==> src/rtl/eth_pcs_pkg.sv <==
// rtl/eth_pcs_pkg.sv - shared 64b/66b PCS receive types and sync header constants
package eth_pcs_pkg;

   localparam logic [1:0] SYNC_DATA = 2'b01;
   localparam logic [1:0] SYNC_CTRL = 2'b10;

   typedef enum logic [1:0] {
      ST_UNLOCKED_TEST = 2'd0,
      ST_SLIP_HIGH     = 2'd1,
      ST_SLIP_LOW      = 2'd2,
      ST_LOCKED        = 2'd3
   } lock_state_e;

   typedef enum logic [1:0] {
      SLIP_IDLE  = 2'd0,
      SLIP_PULSE = 2'd1,
      SLIP_BLANK = 2'd2
   } slip_phase_e;

endpackage

==> src/rtl/pcs_rx_block_lock_if.sv <==
// rtl/pcs_rx_block_lock_if.sv - slip request/timing handshake between lock FSM and bitslip timer
interface pcs_rx_block_lock_if;

   logic slip_start;
   logic slip_high_done;
   logic slip_low_done;
   logic bitslip;

   modport master (
      output slip_start,
      input  slip_high_done,
      input  slip_low_done,
      input  bitslip
   );

   modport slave (
      input  slip_start,
      output slip_high_done,
      output slip_low_done,
      output bitslip
   );

endinterface

==> src/rtl/pcs_bitslip_timer.sv <==
// rtl/pcs_bitslip_timer.sv - registered bitslip pulse followed by a blanking interval
module pcs_bitslip_timer import eth_pcs_pkg::*; #(
   parameter int HIGH_CYCLES = 1,
   parameter int LOW_CYCLES  = 8
) (
   input logic                clk,
   input logic                rst_n,
   pcs_rx_block_lock_if.slave slip_if
);

   localparam int MAX_CYCLES = (HIGH_CYCLES > LOW_CYCLES) ? HIGH_CYCLES : LOW_CYCLES;
   localparam int CW         = $clog2(MAX_CYCLES + 1);

   slip_phase_e   phase_q, phase_d;
   logic [CW-1:0] cnt_q, cnt_d;
   logic          bitslip_q, bitslip_d;

   // The counter holds the cycles remaining in the current phase minus one.
   always_comb begin
      phase_d                = phase_q;
      cnt_d                  = cnt_q;
      bitslip_d              = bitslip_q;
      slip_if.slip_high_done = 1'b0;
      slip_if.slip_low_done  = 1'b0;
      case (phase_q)
         SLIP_IDLE: begin
            if (slip_if.slip_start) begin
               phase_d   = SLIP_PULSE;
               cnt_d     = CW'(HIGH_CYCLES - 1);
               bitslip_d = 1'b1;
            end
         end
         SLIP_PULSE: begin
            if (cnt_q == '0) begin
               slip_if.slip_high_done = 1'b1;
               phase_d                = SLIP_BLANK;
               cnt_d                  = CW'(LOW_CYCLES - 1);
               bitslip_d              = 1'b0;
            end else begin
               cnt_d = cnt_q - CW'(1);
            end
         end
         SLIP_BLANK: begin
            if (cnt_q == '0) begin
               slip_if.slip_low_done = 1'b1;
               phase_d               = SLIP_IDLE;
            end else begin
               cnt_d = cnt_q - CW'(1);
            end
         end
         default: begin
            phase_d   = SLIP_IDLE;
            bitslip_d = 1'b0;
         end
      endcase
   end

   always_ff @(posedge clk or negedge rst_n) begin
      if (!rst_n) begin
         phase_q   <= SLIP_IDLE;
         cnt_q     <= '0;
         bitslip_q <= 1'b0;
      end else begin
         phase_q   <= phase_d;
         cnt_q     <= cnt_d;
         bitslip_q <= bitslip_d;
      end
   end

   assign slip_if.bitslip = bitslip_q;

endmodule

==> src/rtl/pcs_rx_block_lock.sv <==
// rtl/pcs_rx_block_lock.sv - 64b/66b receive block lock state machine with bitslip and SERDES reset request
module pcs_rx_block_lock import eth_pcs_pkg::*; #(
   parameter int HDR_WIDTH           = 2,
   parameter int SH_LOCK_COUNT       = 64,
   parameter int SH_INVALID_MAX      = 16,
   parameter int BITSLIP_HIGH_CYCLES = 1,
   parameter int BITSLIP_LOW_CYCLES  = 8,
   parameter int SLIP_RESET_COUNT    = 66
) (
   input  logic                 rx_clk,
   input  logic                 rx_rst,
   input  logic [HDR_WIDTH-1:0] serdes_rx_hdr,
   input  logic                 serdes_rx_hdr_valid,
   output logic                 serdes_rx_bitslip,
   output logic                 serdes_rx_reset_req,
   output logic                 rx_block_lock,
   output logic [4:0]           rx_sh_invalid_count
);

   localparam int SH_W   = $clog2(SH_LOCK_COUNT + 1);
   localparam int SLIP_W = $clog2(SLIP_RESET_COUNT + 1);

   lock_state_e       state_q, state_d;
   logic [SH_W-1:0]   sh_cnt_q, sh_cnt_d;
   logic [4:0]        inv_cnt_q, inv_cnt_d;
   logic [SLIP_W-1:0] slip_cnt_q, slip_cnt_d;
   logic              lock_q, lock_d;
   logic              reset_req_q, reset_req_d;
   logic              enter_slip;
   logic              hdr_ok;
   logic              hdr_bad;
   logic [SH_W-1:0]   sh_cnt_inc;

   pcs_rx_block_lock_if slip_if ();

   pcs_bitslip_timer #(
      .HIGH_CYCLES (BITSLIP_HIGH_CYCLES),
      .LOW_CYCLES  (BITSLIP_LOW_CYCLES)
   ) u_bitslip_timer (
      .clk     (rx_clk),
      .rst_n   (rx_rst),
      .slip_if (slip_if)
   );

   assign hdr_ok     = (serdes_rx_hdr == HDR_WIDTH'(SYNC_DATA)) ||
                       (serdes_rx_hdr == HDR_WIDTH'(SYNC_CTRL));
   assign hdr_bad    = serdes_rx_hdr_valid && !hdr_ok;
   assign sh_cnt_inc = sh_cnt_q + SH_W'(1);

   // In LOCKED, sh_cnt counts every qualified header of the current window.
   always_comb begin
      state_d     = state_q;
      sh_cnt_d    = sh_cnt_q;
      inv_cnt_d   = inv_cnt_q;
      slip_cnt_d  = slip_cnt_q;
      lock_d      = lock_q;
      reset_req_d = 1'b0;
      enter_slip  = 1'b0;
      case (state_q)
         ST_UNLOCKED_TEST: begin
            if (serdes_rx_hdr_valid) begin
               if (!hdr_ok) begin
                  enter_slip = 1'b1;
               end else if (sh_cnt_inc == SH_W'(SH_LOCK_COUNT)) begin
                  state_d    = ST_LOCKED;
                  lock_d     = 1'b1;
                  sh_cnt_d   = '0;
                  inv_cnt_d  = '0;
                  slip_cnt_d = '0;
               end else begin
                  sh_cnt_d = sh_cnt_inc;
               end
            end
         end
         ST_SLIP_HIGH: begin
            if (slip_if.slip_high_done) begin
               state_d = ST_SLIP_LOW;
            end
         end
         ST_SLIP_LOW: begin
            if (slip_if.slip_low_done) begin
               state_d  = ST_UNLOCKED_TEST;
               sh_cnt_d = '0;
            end
         end
         ST_LOCKED: begin
            if (serdes_rx_hdr_valid) begin
               // Lock loss wins even when this header also closes the window.
               if (hdr_bad && (inv_cnt_q >= 5'(SH_INVALID_MAX - 1))) begin
                  enter_slip = 1'b1;
                  lock_d     = 1'b0;
                  inv_cnt_d  = 5'(SH_INVALID_MAX);
               end else if (sh_cnt_inc == SH_W'(SH_LOCK_COUNT)) begin
                  sh_cnt_d  = '0;
                  inv_cnt_d = '0;
               end else begin
                  sh_cnt_d = sh_cnt_inc;
                  if (hdr_bad) begin
                     inv_cnt_d = inv_cnt_q + 5'd1;
                  end
               end
            end
         end
         default: begin
            state_d = ST_UNLOCKED_TEST;
         end
      endcase

      if (enter_slip) begin
         state_d  = ST_SLIP_HIGH;
         sh_cnt_d = '0;
         if (slip_cnt_q == SLIP_W'(SLIP_RESET_COUNT - 1)) begin
            slip_cnt_d  = '0;
            reset_req_d = 1'b1;
         end else begin
            slip_cnt_d = slip_cnt_q + SLIP_W'(1);
         end
      end
   end

   always_ff @(posedge rx_clk or negedge rx_rst) begin
      if (!rx_rst) begin
         state_q     <= ST_UNLOCKED_TEST;
         sh_cnt_q    <= '0;
         inv_cnt_q   <= '0;
         slip_cnt_q  <= '0;
         lock_q      <= 1'b0;
         reset_req_q <= 1'b0;
      end else begin
         state_q     <= state_d;
         sh_cnt_q    <= sh_cnt_d;
         inv_cnt_q   <= inv_cnt_d;
         slip_cnt_q  <= slip_cnt_d;
         lock_q      <= lock_d;
         reset_req_q <= reset_req_d;
      end
   end

   assign slip_if.slip_start  = enter_slip;
   assign serdes_rx_bitslip   = slip_if.bitslip;
   assign serdes_rx_reset_req = reset_req_q;
   assign rx_block_lock       = lock_q;
   assign rx_sh_invalid_count = inv_cnt_q;

endmodule

==> config.mk <==
export PLATFORM = sky130hd
export DESIGN_NAME = pcs_rx_block_lock
export DESIGN_NICKNAME = d
export VERILOG_FILES = /design/src/rtl/eth_pcs_pkg.sv /design/src/rtl/pcs_rx_block_lock_if.sv /design/src/rtl/pcs_bitslip_timer.sv /design/src/rtl/pcs_rx_block_lock.sv
export SDC_FILE = /design/constraint.sdc
export NUM_CORES = 1
export LEC_CHECK = 0
export CAP_MARGIN = 10
export CORE_UTILIZATION = 48
export DETAILED_ROUTE_END_ITERATION = 6
export PLACE_DENSITY = 0.67
export SYNTH_ARGS = -nofsm -noshare
export SYNTH_HDL_FRONTEND = slang
export SYNTH_SLANG_ARGS = --single-unit
==> constraint.sdc <==
create_clock -name rx_clk -period 5.3 [get_ports rx_clk]
set_input_delay 1.59 -clock rx_clk [delete_from_list [all_inputs] [get_ports rx_clk]]
set_output_delay 1.59 -clock rx_clk [all_outputs]
set_load 0.005 [all_outputs]
=== Word-level counts from Yosys, hierarchy flattened ===
Index checks and enable logic that the tools add are counted.

* Flip-flop bits (word level): 30
* Bits in latches: 0
* Memory bits (writable): 0
* ROM bits: 0
* Bits of input ports: 5
* Output and inout port bits: 8
* Memories: 0

* Add/subtract/negate cells: 4
* Multipliers: 0
* Divide/modulo/power cells: 0
* Order comparisons: 1
* Eq/ne operators: 26
* Shift operators: 0
* Multiplexer cells: 56
* Bitwise operators: 1
* Reduce and logical (&&, ||, !) cells: 23

{| class="wikitable"
|+ Operator list
! operator !! count
|-
| 7-bit 2-to-1 mux || 13
|-
| 5-bit 2-to-1 mux || 7
|-
| 6-bit AND reduction || 4
|-
| 3-bit != test (second input constant) || 7
|-
| 7-bit case mux with 3 select lines || 1
|-
| 2-bit 2-to-1 mux || 9
|-
| 1-bit 2-to-1 mux || 16
|-
| 7-bit by 1-bit adder with 7-bit output (second input constant) || 2
|-
| 7-bit equality test (second input constant) || 2
|-
| 2-bit != test (second input constant) || 7
|-
| 4-bit 2-to-1 mux || 3
|-
| 2-bit case mux with 3 select lines || 2
|-
| 4-bit case mux with 3 select lines || 1
|-
| 5-bit case mux with 2 select lines || 1
|-
| 2-bit nonzero test || 5
|-
| 3-bit AND reduction || 3
|-
| 2-bit equality test (second input constant) || 4
|-
| 4-bit nonzero test || 2
|-
| 2-bit by 1-bit equality test with 1-bit output (second input constant) || 3
|-
| 5-bit by 1-bit adder with 5-bit output (second input constant) || 1
|-
| 5-bit by 4-bit greater-or-equal comparator with 1-bit output (second input constant) || 1
|-
| 2-bit zero test || 2
|-
| 4-bit zero test || 1
|-
| 2-bit by 1-bit != test with 1-bit output (second input constant) || 2
|-
| 10 further kinds || 12
|}

=== Logic depth before layout (Yosys ltp) ===
* Depth after elaboration: 10
* Depth in mapped cells: 9

=== Modules after synthesis ===
From an unflattened synthesis, not the netlist that was laid out.

* Cells, all modules: 201
* Area total of the unflattened synthesis: 1949.4 um^2

{| class="wikitable"
|+ Modules (own cells, without submodules)
! module !! times used !! cells an instance !! area an instance (um^2)
|-
| pcs_rx_block_lock || 1 || 150 || 1442.6
|-
| pcs_bitslip_timer || 1 || 51 || 506.7
|}

=== Least setup slack after synthesis ===
No wires, ideal clock.

* Path kind: in2reg
* From: in serdes_rx_hdr[1]
* To: reg sh_cnt_q[6]
* Library setup time: 0.080 ns
* Arrival time: 3.052 ns
* Data required time: 5.220 ns
* Setup slack: 2.168 ns
* Cell stages on the path: 5
* Cell sequence: xor2_1 nor3_2 a22oi_2 or4b_1 o211ai_2

* Word-level cells in the longest chain between the ends: 10
* Elaborated cells on any way between the ends: 19
* Those cells by class: eq/ne (7); mux (6); reduce/logical (6)

{| class="wikitable"
|+ Ends and longest elaborated chain
! element !! line !! text
|-
| start, declared || pcs_rx_block_lock.sv:12 || <nowiki>input logic [HDR_WIDTH-1:0] serdes_rx_hdr,</nowiki>
|-
| 2-bit by 1-bit equality test with 1-bit output or 2-bit equality test (tied branches) || pcs_rx_block_lock.sv:45, pcs_rx_block_lock.sv:46 ||
|-
| 1-bit logical OR * || pcs_rx_block_lock.sv:45 || <nowiki>assign hdr_ok = (serdes_rx_hdr == HDR_WIDTH'(SYNC_DATA)) ||</nowiki>
|-
| 1-bit zero test || - ||
|-
| 1-bit logical AND || pcs_rx_block_lock.sv:47 || <nowiki>assign hdr_bad = serdes_rx_hdr_valid && !hdr_ok;</nowiki>
|-
| 1-bit logical AND || pcs_rx_block_lock.sv:89 || <nowiki>if (hdr_bad && (inv_cnt_q >= 5'(SH_INVALID_MAX - 1))) begin</nowiki>
|-
| 1-bit 2-to-1 mux || pcs_rx_block_lock.sv:89 ||
|-
| 1-bit 2-to-1 mux || pcs_rx_block_lock.sv:87 || <nowiki>if (serdes_rx_hdr_valid) begin</nowiki>
|-
| 1-bit case mux with 2 select lines || pcs_rx_block_lock.sv:59 || <nowiki>case (state_q)</nowiki>
|-
| 3-bit != test (no source line) or 4-bit nonzero test (tied branches) || - ||
|-
| 6-bit AND reduction (no source line) || - ||
|-
| end signal, assigned || pcs_rx_block_lock.sv:131 || <nowiki>sh_cnt_q <= sh_cnt_d;</nowiki>
|-
| end, declared || pcs_rx_block_lock.sv:24 || <nowiki>logic [SH_W-1:0] sh_cnt_q, sh_cnt_d;</nowiki>
|}

Every way passes the cells marked *; elsewhere a longest branch is shown, timed or not.
A chain may end at the register's enable or synchronous reset.

=== Worst setup path after layout ===
Ends and elaborated chain as after synthesis.

==> impl_metrics.yaml <==
timing:
  slew_headroom_pct: 63.4
  holdWs_ns: 0.537
  setup_slack_ns: 1.77
  finalCriticalPeriod_ns: 3.53
  hold_viol: 0
  max_freq_ghz: 0.284
  fin_skew_ns: 0.00657
  grt_setup_unrepaired: "no"
  maxSlewViolCount: 0
  tns_ns: 0
  setup_viol: 0
  period_share_pct: 66.5
  tightestPinTransition_ns: 0.543
pwr:
  switching_share_pct: 42.7
  p_sw_uw: 509
  internal_power_uw: 684
  power_density_nw_per_um2: 529
  clockPowerShare_pct: 16.1
  power_mw: 1.19
  power_frac_comb_pct: 51.8
  p_leak_nw: 0.994
  seq_power_share_pct: 32.1
  ir_worst_vdd_mv: 0.244
critical_path:
  critPathLaunchType: "input pin"
  crit_required_ns: 5.51
  crit_arrival_ns: 3.73
  worstSetupEndpointType: "flip-flop"
  critPathMaxFanout: 10
  worst-setup-path-type: "input pin to flip-flop"
logic_synthesis:
  synth-edff-count: 0
  ys.flop_type: "dfrtp_1"
  syn_avg_cell_area_um2: 9.72
  yosysMostFrequentCell: "dfrtp_1"
  synthesis.area_um2: 2000
  synthTopCellsByArea: "dfrtp_1, ha_1, a22o_1, a211o_1, o21ai_0"
  ys_types: 54
  async_reset_ff_share_pct: 100
  synth_common_cells: "dfrtp_1, nor2_1, ha_1"
  synth_nets: 225
  synth.ff_latch_count: 30
  synth.top_cell.area_share_pct: 37.5
  synth_area_leader_cell: "dfrtp_1"
  syn_inst: 206
  seq_area_frac_synth_pct: 37.5
  yosysWarnings: 0
grt:
  grt_pass1_wl_um: 6970
  grt.overflow.total: 0
  grt_max_degree: 31
  grt_usage_pct: 20.9
  grt_pass1_vias: 1573
  antenna_found_initial: 0
cts:
  cts_root_buffer: "clkbuf_8"
  clkLatencyLatePin_ns: 0.29
  cts_resized: 0
  cts_buffer_depth: 2
  postCtsSetupRepairBufs: 0
  cts.sinks: 30
  htreeDepth: 2
  postCtsHoldBufs: 0
  clk_pin_slew_worst_paths_ns: 0.06
  cts_buffers: 5
  cts_tree: "done"
finish:
  drive_above_1_share_pct: 10.3
  regArea_um2: 751
  antenna_cells: 0
  fill_cells: 347
  design_area_um2: 2260
  num-nets-final: 242
  multiInputGateArea_um2: 1180
  synthToLayoutAreaGrowth_pct: 12.7
outcome:
  run_status: "completed"
floorplanning:
  die_h_um: 66.6
  start_util_pct: 50.0
  io_pins: 13
  core_area_um2: 4000
  rows: 23
  die_x_um: 66.6
  dieArea_um2: 4430
placement:
  placed_cell_area_um2: 2170
  gp_congestion: 0.866
  portBuffers: 12
  dp_slack_ns: 1.51
  hpwlAfterDp_um: 3040
hold_path:
  hp-class: "flip-flop to flip-flop"
detailed_routing:
  avgRoutedWirePerCell_um: 15.4
  drtAntennaViolNets: 0
  drc: 0
  drtIter0Drc: 112
  first_pass_iters: 4
  wl_um: 4210
  viasPerCell: 6.07
  vias: 1662
job:
  drv_cap: 0
[layout by cell type, fill, tap and decap left out, drive strengths merged, types with 9 or more instances in the layout]
cell,count
ha,14
nand2,13
o21ai,13
nand3,11
nor2,16
a22o,9
dfrtp,30
a21oi,11
clkdlybuf4s50,12
inv,13
[flip-flops by register name, summed over array words and instances, names as in the netlist]
signal,count
serdes_rx_reset_req,1
u_bitslip_timer.phase_q,2
u_bitslip_timer.cnt_q,4
sh_cnt_q,7
rx_block_lock,1
state_q,2
rx_sh_invalid_count,5
slip_cnt_q,7
u_bitslip_timer.slip_if.bitslip,1
[critical path, cell delays in order]
cell and delay (ns):
clkdlybuf4s50_1 0.45, xor2_1 0.24, nor3_2 0.44, a22oi_2 0.29
or4b_1 0.56, o211ai_2 0.17
[final timing paths]
kind | slack [ns] | end | from | cells after the start
worst min register to register | 0.54 | u_bitslip_timer.cnt_q[1]$_DFFE_PN0P_ | u_bitslip_timer.cnt_q[1]$_DFFE_PN0P_ | 2
min in group asynchronous | 1.69 | slip_cnt_q[6]$_DFFE_PN0P_ | rx_rst | 2
max in group asynchronous | 3.32 | u_bitslip_timer.phase_q[1]$_DFFE_PN0P_ | rx_rst | 2
worst min-delay path | 0.54 | u_bitslip_timer.cnt_q[1]$_DFFE_PN0P_ | u_bitslip_timer.cnt_q[1]$_DFFE_PN0P_ | 2
worst max-delay path | 1.77 | sh_cnt_q[6]$_DFFE_PN0P_ | serdes_rx_hdr[1] | 6
worst max register to register | 2.69 | sh_cnt_q[6]$_DFFE_PN0P_ | rx_sh_invalid_count[0]$_DFFE_PN0P_ | 7
[cells by family after synthesis]
logic type      after synthesis  synth area share (%)
simple gates                 73                  21.4
compound gates               64                  24.2
flops                        30                  37.5
buf+inv                      16                  3.75
fa+ha+maj                    14                  8.75
mux                           5                  2.69
xor+xnor                      4                  1.75
[power by group through the flow]
stage               Combinational (mW)  Sequential, mW  Clock [mW]
finish                           0.619           0.383       0.192
global route                     0.691           0.394       0.206
CTS                              0.620           0.380       0.199
detailed placement               0.617           0.385           0
global placement                 0.596           0.377           0
floorplan                        0.484           0.365           0
[cell type report]
type | count | area share (%)
Sequential cell | 30 | 33.3
Timing Repair Buffer | 13 | 5.65
Tap cell | 50 | 2.77
Inverter | 13 | 2.16
Clock inverter | 1 | 0.222
Clock buffer | 7 | 3.82
Multi-Input combinational cell | 160 | 52.1
[stage by stage]
step | cells | util (%)
floorplan | 206 | -
global placement | 266 | 54.1
detailed placement | 266 | 54.1
CTS | 274 | 56.4
global route | 274 | 56.4
finish | 274 | 56.4
[layer usage]
metal  share of wire (%)  GRT usage (%)
met1                  46           25.0
met2                  47           35.2
met3                 4.5           5.14
met4                 2.2           9.31
met5                   0              0
(Power assumes the default switching activity.)
